$ cat src/rtl/cache_nway_ctrl_if.sv
// Bundle between the N-way cache controller and its CPU port, memory port and datapath.
// master = controller side, slave = CPU / memory / datapath side.
interface cache_nway_ctrl_if #(
    parameter int WAYS    = 4,
    parameter int S_INDEX = 3
);
    localparam int WB = $clog2(WAYS);

    logic                 mem_read;
    logic                 mem_write;
    logic                 mem_resp;
    logic [S_INDEX-1:0]   set_index;
    logic [WAYS-1:0]      hit_vec;
    logic [WAYS-1:0]      valid_vec;
    logic [WAYS-1:0]      dirty_vec;
    logic                 pmem_read;
    logic                 pmem_write;
    logic                 pmem_resp;
    logic [WB-1:0]        way_sel;
    logic [2*WAYS-1:0]    we_sel;
    logic                 din_sel;
    logic                 addr_from_cpu;
    logic [WB-1:0]        addr_way;
    logic [WAYS-1:0]      tag_we;
    logic [WAYS-1:0]      dirty_we;
    logic                 dirty_val;

    modport master (
        input  mem_read, mem_write, set_index, hit_vec, valid_vec, dirty_vec, pmem_resp,
        output mem_resp, pmem_read, pmem_write, way_sel, we_sel, din_sel,
               addr_from_cpu, addr_way, tag_we, dirty_we, dirty_val
    );

    modport slave (
        output mem_read, mem_write, set_index, hit_vec, valid_vec, dirty_vec, pmem_resp,
        input  mem_resp, pmem_read, pmem_write, way_sel, we_sel, din_sel,
               addr_from_cpu, addr_way, tag_we, dirty_we, dirty_val
    );
endinterface

$ cat src/rtl/cache_nway_ctrl.sv
// Control FSM for a WAYS-way set-associative write-back cache with per-set tree pseudo-LRU
// and invalid-way-first victim selection.
module cache_nway_ctrl #(
    parameter int WAYS    = 4,
    parameter int S_INDEX = 3
) (
    input logic               clk,
    input logic               rst,
    cache_nway_ctrl_if.master bus
);
    localparam int WB    = $clog2(WAYS);
    localparam int NSETS = 2 ** S_INDEX;
    localparam int NODES = WAYS - 1;

    typedef enum logic [1:0] {IDLE, LOOKUP, WRITEBACK, FILL} state_t;

    state_t                       r_state, w_next;
    logic [WB-1:0]                r_victim;
    logic [NSETS-1:0][NODES-1:0]  r_plru;

    logic [WB-1:0]    w_victim, w_hit_way, w_inv_way;
    logic [NODES-1:0] w_tree, w_tree_upd;
    logic             w_req, w_hit, w_plru_we;

    function automatic logic [WB-1:0] lowest(input logic [WAYS-1:0] vec);
        logic [WB-1:0] idx;
        idx = '0;
        for (int i = WAYS - 1; i >= 0; i--)
            if (vec[i]) idx = WB'(i);
        return idx;
    endfunction

    // Walk root to leaf; a 0 node bit sends the victim into the lower-index subtree.
    function automatic logic [WB-1:0] plru_victim(input logic [NODES-1:0] tree);
        logic [WB-1:0] node, way;
        node = '0;
        way  = '0;
        for (int l = 0; l < WB; l++) begin
            way  = WB'({way, tree[node]});
            node = tree[node] ? WB'(2 * node + 2) : WB'(2 * node + 1);
        end
        return way;
    endfunction

    function automatic logic [NODES-1:0] plru_update(input logic [NODES-1:0] tree,
                                                     input logic [WB-1:0]    w);
        logic [NODES-1:0] t;
        logic [WB-1:0]    node, path;
        logic             b;
        t    = tree;
        node = '0;
        path = w;
        for (int l = 0; l < WB; l++) begin
            b       = path[WB-1];
            t[node] = ~b;
            node    = b ? WB'(2 * node + 2) : WB'(2 * node + 1);
            path    = path << 1;
        end
        return t;
    endfunction

    assign w_req      = bus.mem_read | bus.mem_write;
    assign w_hit      = |bus.hit_vec;
    assign w_hit_way  = lowest(bus.hit_vec);
    assign w_inv_way  = lowest(~bus.valid_vec);
    assign w_tree     = r_plru[bus.set_index];
    assign w_tree_upd = plru_update(w_tree, w_hit_way);
    assign w_victim   = (&bus.valid_vec) ? plru_victim(w_tree) : w_inv_way;

    always_ff @(posedge clk) begin
        if (rst) begin
            r_state  <= IDLE;
            r_victim <= '0;
            r_plru   <= '0;
        end else begin
            r_state <= w_next;
            if (r_state == LOOKUP && w_req && !w_hit)
                r_victim <= w_victim;
            if (w_plru_we)
                r_plru[bus.set_index] <= w_tree_upd;
        end
    end

    // Outputs are forced to their idle values while rst is high so no array write or
    // memory request escapes during the reset cycle.
    always_comb begin
        w_next            = r_state;
        w_plru_we         = 1'b0;
        bus.mem_resp      = 1'b0;
        bus.pmem_read     = 1'b0;
        bus.pmem_write    = 1'b0;
        bus.way_sel       = '0;
        bus.we_sel        = '0;
        bus.din_sel       = 1'b0;
        bus.addr_from_cpu = 1'b1;
        bus.addr_way      = '0;
        bus.tag_we        = '0;
        bus.dirty_we      = '0;
        bus.dirty_val     = 1'b0;
        if (!rst) begin
            case (r_state)
                IDLE: if (w_req) w_next = LOOKUP;
                LOOKUP: begin
                    if (!w_req) begin
                        w_next = IDLE;
                    end else if (w_hit) begin
                        bus.mem_resp = 1'b1;
                        bus.way_sel  = w_hit_way;
                        w_plru_we    = 1'b1;
                        w_next       = IDLE;
                        if (bus.mem_write) begin
                            bus.we_sel[2*w_hit_way +: 2] = 2'b10;
                            bus.dirty_we[w_hit_way]      = 1'b1;
                            bus.dirty_val                = 1'b1;
                        end
                    end else if (bus.valid_vec[w_victim] & bus.dirty_vec[w_victim]) begin
                        w_next = WRITEBACK;
                    end else begin
                        w_next = FILL;
                    end
                end
                WRITEBACK: begin
                    bus.pmem_write    = 1'b1;
                    bus.addr_from_cpu = 1'b0;
                    bus.addr_way      = r_victim;
                    bus.way_sel       = r_victim;
                    if (bus.pmem_resp) w_next = FILL;
                end
                FILL: begin
                    bus.pmem_read = 1'b1;
                    if (bus.pmem_resp) begin
                        bus.we_sel[2*r_victim +: 2] = 2'b01;
                        bus.din_sel                 = 1'b1;
                        bus.tag_we[r_victim]        = 1'b1;
                        bus.dirty_we[r_victim]      = 1'b1;
                        w_next                      = LOOKUP;
                    end
                end
                default: w_next = IDLE;
            endcase
        end
    end
endmodule

$ cat src/flat_wrapper.sv
// flat-port wrapper written by rule: the top's interface ports become plain ports
module cache_nway_ctrl_flat 
#(
    parameter int WAYS    = 4,
    parameter int S_INDEX = 3
)
  (clk, rst, bus_mem_read, bus_mem_write, bus_set_index, bus_hit_vec, bus_valid_vec, bus_dirty_vec, bus_pmem_resp, bus_mem_resp, bus_pmem_read, bus_pmem_write, bus_way_sel, bus_we_sel, bus_din_sel, bus_addr_from_cpu, bus_addr_way, bus_tag_we, bus_dirty_we, bus_dirty_val);
  cache_nway_ctrl_if #(.WAYS(WAYS), .S_INDEX(S_INDEX)) bus_i ();
  input logic clk;
  input logic rst;
  input wire logic [$bits(bus_i.mem_read)-1:0] bus_mem_read;
  input wire logic [$bits(bus_i.mem_write)-1:0] bus_mem_write;
  input wire logic [$bits(bus_i.set_index)-1:0] bus_set_index;
  input wire logic [$bits(bus_i.hit_vec)-1:0] bus_hit_vec;
  input wire logic [$bits(bus_i.valid_vec)-1:0] bus_valid_vec;
  input wire logic [$bits(bus_i.dirty_vec)-1:0] bus_dirty_vec;
  input wire logic [$bits(bus_i.pmem_resp)-1:0] bus_pmem_resp;
  output wire logic [$bits(bus_i.mem_resp)-1:0] bus_mem_resp;
  output wire logic [$bits(bus_i.pmem_read)-1:0] bus_pmem_read;
  output wire logic [$bits(bus_i.pmem_write)-1:0] bus_pmem_write;
  output wire logic [$bits(bus_i.way_sel)-1:0] bus_way_sel;
  output wire logic [$bits(bus_i.we_sel)-1:0] bus_we_sel;
  output wire logic [$bits(bus_i.din_sel)-1:0] bus_din_sel;
  output wire logic [$bits(bus_i.addr_from_cpu)-1:0] bus_addr_from_cpu;
  output wire logic [$bits(bus_i.addr_way)-1:0] bus_addr_way;
  output wire logic [$bits(bus_i.tag_we)-1:0] bus_tag_we;
  output wire logic [$bits(bus_i.dirty_we)-1:0] bus_dirty_we;
  output wire logic [$bits(bus_i.dirty_val)-1:0] bus_dirty_val;
  assign bus_i.mem_read = bus_mem_read;
  assign bus_i.mem_write = bus_mem_write;
  assign bus_i.set_index = bus_set_index;
  assign bus_i.hit_vec = bus_hit_vec;
  assign bus_i.valid_vec = bus_valid_vec;
  assign bus_i.dirty_vec = bus_dirty_vec;
  assign bus_i.pmem_resp = bus_pmem_resp;
  assign bus_mem_resp = bus_i.mem_resp;
  assign bus_pmem_read = bus_i.pmem_read;
  assign bus_pmem_write = bus_i.pmem_write;
  assign bus_way_sel = bus_i.way_sel;
  assign bus_we_sel = bus_i.we_sel;
  assign bus_din_sel = bus_i.din_sel;
  assign bus_addr_from_cpu = bus_i.addr_from_cpu;
  assign bus_addr_way = bus_i.addr_way;
  assign bus_tag_we = bus_i.tag_we;
  assign bus_dirty_we = bus_i.dirty_we;
  assign bus_dirty_val = bus_i.dirty_val;
  cache_nway_ctrl #(.WAYS(WAYS), .S_INDEX(S_INDEX)) u_core (.clk(clk), .rst(rst), .bus(bus_i));
endmodule
$ cat config.mk
export PLATFORM = sky130hd
export DESIGN_NAME = cache_nway_ctrl_flat
export DESIGN_NICKNAME = d
export VERILOG_FILES = /design/src/rtl/cache_nway_ctrl_if.sv /design/src/rtl/cache_nway_ctrl.sv /design/src/flat_wrapper.sv
export SDC_FILE = /design/constraint.sdc
export NUM_CORES = 1
export LEC_CHECK = 0
export CORE_MARGIN = 5
export CORE_UTILIZATION = 35
export DETAILED_ROUTE_END_ITERATION = 7
export GPL_ROUTABILITY_DRIVEN = 0
export HOLD_SLACK_MARGIN = 0.03
export PLACE_DENSITY = 0.72
export SYNTH_ARGS = -nofsm -noshare
export SYNTH_HDL_FRONTEND = slang
export SYNTH_SLANG_ARGS = --single-unit
$ cat constraint.sdc
create_clock -name clk -period 4.42 [get_ports clk]
set_input_delay 0.884 -clock clk [delete_from_list [all_inputs] [get_ports clk]]
set_output_delay 0.884 -clock clk [all_outputs]
set_load 0.1 [all_outputs]
==> impl_metrics.env <==
export IMPL_wl_mm=4.60
export IMPL_drive_gt1_frac=0.231
export IMPL_critPathRequiredTime_ps=3540
export IMPL_dr_first_iter_drc_count=118
export IMPL_r2r_cells=8
export IMPL_fp_dieH_um=80.5
export IMPL_finalCriticalPeriod_ps=3510
export IMPL_antenna_left=0
export IMPL_antenna_cells=0
export IMPL_io_pins=46
export IMPL_yosysUniqueCellTypes=38
export IMPL_postCtsSetupBuffers=0
export IMPL_dp_hpwl_mm=3.55
export IMPL_start_util=0.363
export IMPL_synth_seq_cells=28
export IMPL_setup_violations=0
export IMPL_numPortBuffers=45
export IMPL_grt_first_pass_wirelength_mm=7.59
export IMPL_grt_max_degree=35
export IMPL_areaGrowthSynthToFinish_pct=47.0
export IMPL_clkSinkCount=28
export IMPL_syn_nets=242
export IMPL_post_cts_resized=0
export IMPL_finalHoldViolCount=0
export IMPL_nNetsFinal=280
export IMPL_via_per_inst=5.20
export IMPL_numCtsBuffers=3
export IMPL_fmax_mhz=285
export IMPL_top_usage_layer="met2"
export IMPL_met1_usage=0.190
export IMPL_drv_slew=0
export IMPL_slowest_delay_ps=560
export IMPL_whs_ps=467
export IMPL_ys_warn_count=0
export IMPL_worstSetupPathType="input port to primary output"
export IMPL_path_cells="clkdlybuf4s50_1 > nor2_1 > o21ai_1 > nor2_1 > a21oi_1 > nor2_1 > buf_12"
export IMPL_crit_path_frequent_cell="nor2_1"
export IMPL_cp_start_kind="input port"
export IMPL_ctsLongestPathBuffers=2
export IMPL_worst_pin_slew_ps=623
export IMPL_detail_route_wl_per_cell_um=14.3
export IMPL_root_buffer="clkbuf_8"
export IMPL_grt_ovfl_total=0
export IMPL_fillers=441
export IMPL_ctsHoldBuffers=0
export IMPL_dp_slack_ps=924
export IMPL_ys_seq_area_frac=0.323
export IMPL_core_area_um2=4790
export IMPL_p_per_area_nw_per_um2=221
export IMPL_outcome="finished, final reports clean"
export IMPL_die_w_um=80.5
export IMPL_cts_tree="yes"
export IMPL_worst_clock_skew_ps=9.30
export IMPL_holdPathStages=2
export IMPL_num_vias=1674
export IMPL_drt_drc_violations_left=0
export IMPL_setup_ws_ps=907
export IMPL_slew_headroom=0.582
export IMPL_clock_latency_ps=280
export IMPL_clkTransAtPathRegs_ps=100
export IMPL_grt_pass1_vias=1577
export IMPL_power_leakage_nw=0.944
export IMPL_avgSynthCellArea_um2=7.97
export IMPL_ys_flop_type="dfxtp_1"
export IMPL_mostFrequentLayoutCells="nor2_1, dfxtp_1, a21oi_1"
export IMPL_hold_class="flop to flop"
export IMPL_met3_usage=0.0202
export IMPL_crit_path_end_kind="primary output"
export IMPL_cp_slowest_cell="clkdlybuf4s50_1"
export IMPL_cp_arrival_ps=2630
export IMPL_dpl_instance_area_um2=2480
export IMPL_final_min_period_over_clock_period=0.795
export IMPL_dieArea_um2=6470
export IMPL_grt_util_all_layers=0.147
export IMPL_async_reset_ff_frac=0
export IMPL_grt_setup_unrepaired="no"
export IMPL_final_cell_area_um2=2550
export IMPL_ir_drop_mv=0.157
export IMPL_antenna_found_initial=0
export IMPL_maxCapViolCount=0
export IMPL_syn_area_um2=1740
export IMPL_grt_use_met2=0.254
export IMPL_synth_edf_count=0
export IMPL_rows=25
export IMPL_netlist_instances=218
export IMPL_layout_commonest_cell="nor2_1"
export IMPL_ctsHtreeMaxLevel=1
export IMPL_path_max_fanout=9
export IMPL_firstDrtPassIters=4
==> metal layers <==
layer	routed length (um)	part of all wire
met4	42	0.0091
met3	390	0.085
met2	2130	0.46
met1	2040	0.44
met5	0	0
==> synth_stat cells, types with 4 or more instances <==
cell type | instances | share of area
nor2_1 | 33 | 0.071
dfxtp_1 | 28 | 0.32
a21oi_1 | 24 | 0.069
nand2_1 | 22 | 0.048
nor3_1 | 14 | 0.040
clkbuf_1 | 10 | 0.022
mux2i_1 | 9 | 0.052
nand3_1 | 9 | 0.026
nor2b_1 | 7 | 0.025
mux4_2 | 6 | 0.078
and2_1 | 5 | 0.018
and3_1 | 5 | 0.018
or2_2 | 5 | 0.018
ha_1 | 4 | 0.029
inv_1 | 4 | 0.0086
==> cells by family after synthesis <==
family / after synthesis / synth area share
AO/OA/AOI/OAI: 37 / 0.124
adder cells (fa/ha/maj): 4 / 0.0288
buffers and inverters: 19 / 0.0511
flip-flops: 28 / 0.323
multiplexers: 16 / 0.143
AND/OR/NAND/NOR: 114 / 0.331
==> area by class of cell <==
| type | instances | area, um2 | area share |
|---|---|---|---|
| Timing Repair Buffer | 48 | 671 | 0.262 |
| Clock buffer | 3 | 41.3 | 0.0162 |
| Clock inverter | 1 | 30.0 | 0.0118 |
| Inverter | 4 | 15.0 | 0.00588 |
| Sequential cell | 28 | 561 | 0.219 |
| Tap cell | 67 | 83.8 | 0.0328 |
| Multi-Input combinational cell | 171 | 1150 | 0.452 |
==> critical path, delay by kind of cell <==
| family | cells | cell delay (ps) |
|---|---|---|
| simple gates | 3 | 630 |
| compound gates | 2 | 340 |
| buf+inv | 2 | 760 |
==> metrics by stage <==
step                      TNS [ps]   util  cells  power (mW)
after floorplan              -89.7      -    218       0.329
after CTS                        0  0.534    322       0.568
final                            0  0.534    322       0.565
after global placement           0  0.519    318       0.366
after detailed placement         0  0.519    318       0.367
after global routing             0  0.534    322       0.591
==> sequential cells by signal (all words and copies together) (netlist names) <==
signal,count
u_core.r_plru,24
u_core.r_state,2
u_core.r_victim,2
==> worst paths after layout <==
kind / start / to / slack (ps)
setup / recovery: bus_hit_vec[0] / bus_way_sel[1] / 910
hold / removal: u_core.r_plru[1] / u_core.r_plru[1] / 470
setup reg to reg: u_core.r_state[1] / u_core.r_plru[21] / 2390
hold reg to reg: u_core.r_plru[1] / u_core.r_plru[1] / 470
==> report_power, final <==
group | internal, mW | switching, mW | total, mW
registers | 0.256 | 0.00244 | 0.258
logic | 0.0414 | 0.0622 | 0.104
clock network | 0.121 | 0.0815 | 0.203
total | 0.419 | 0.146 | 0.565
Power figures use the tool's default switching activity.
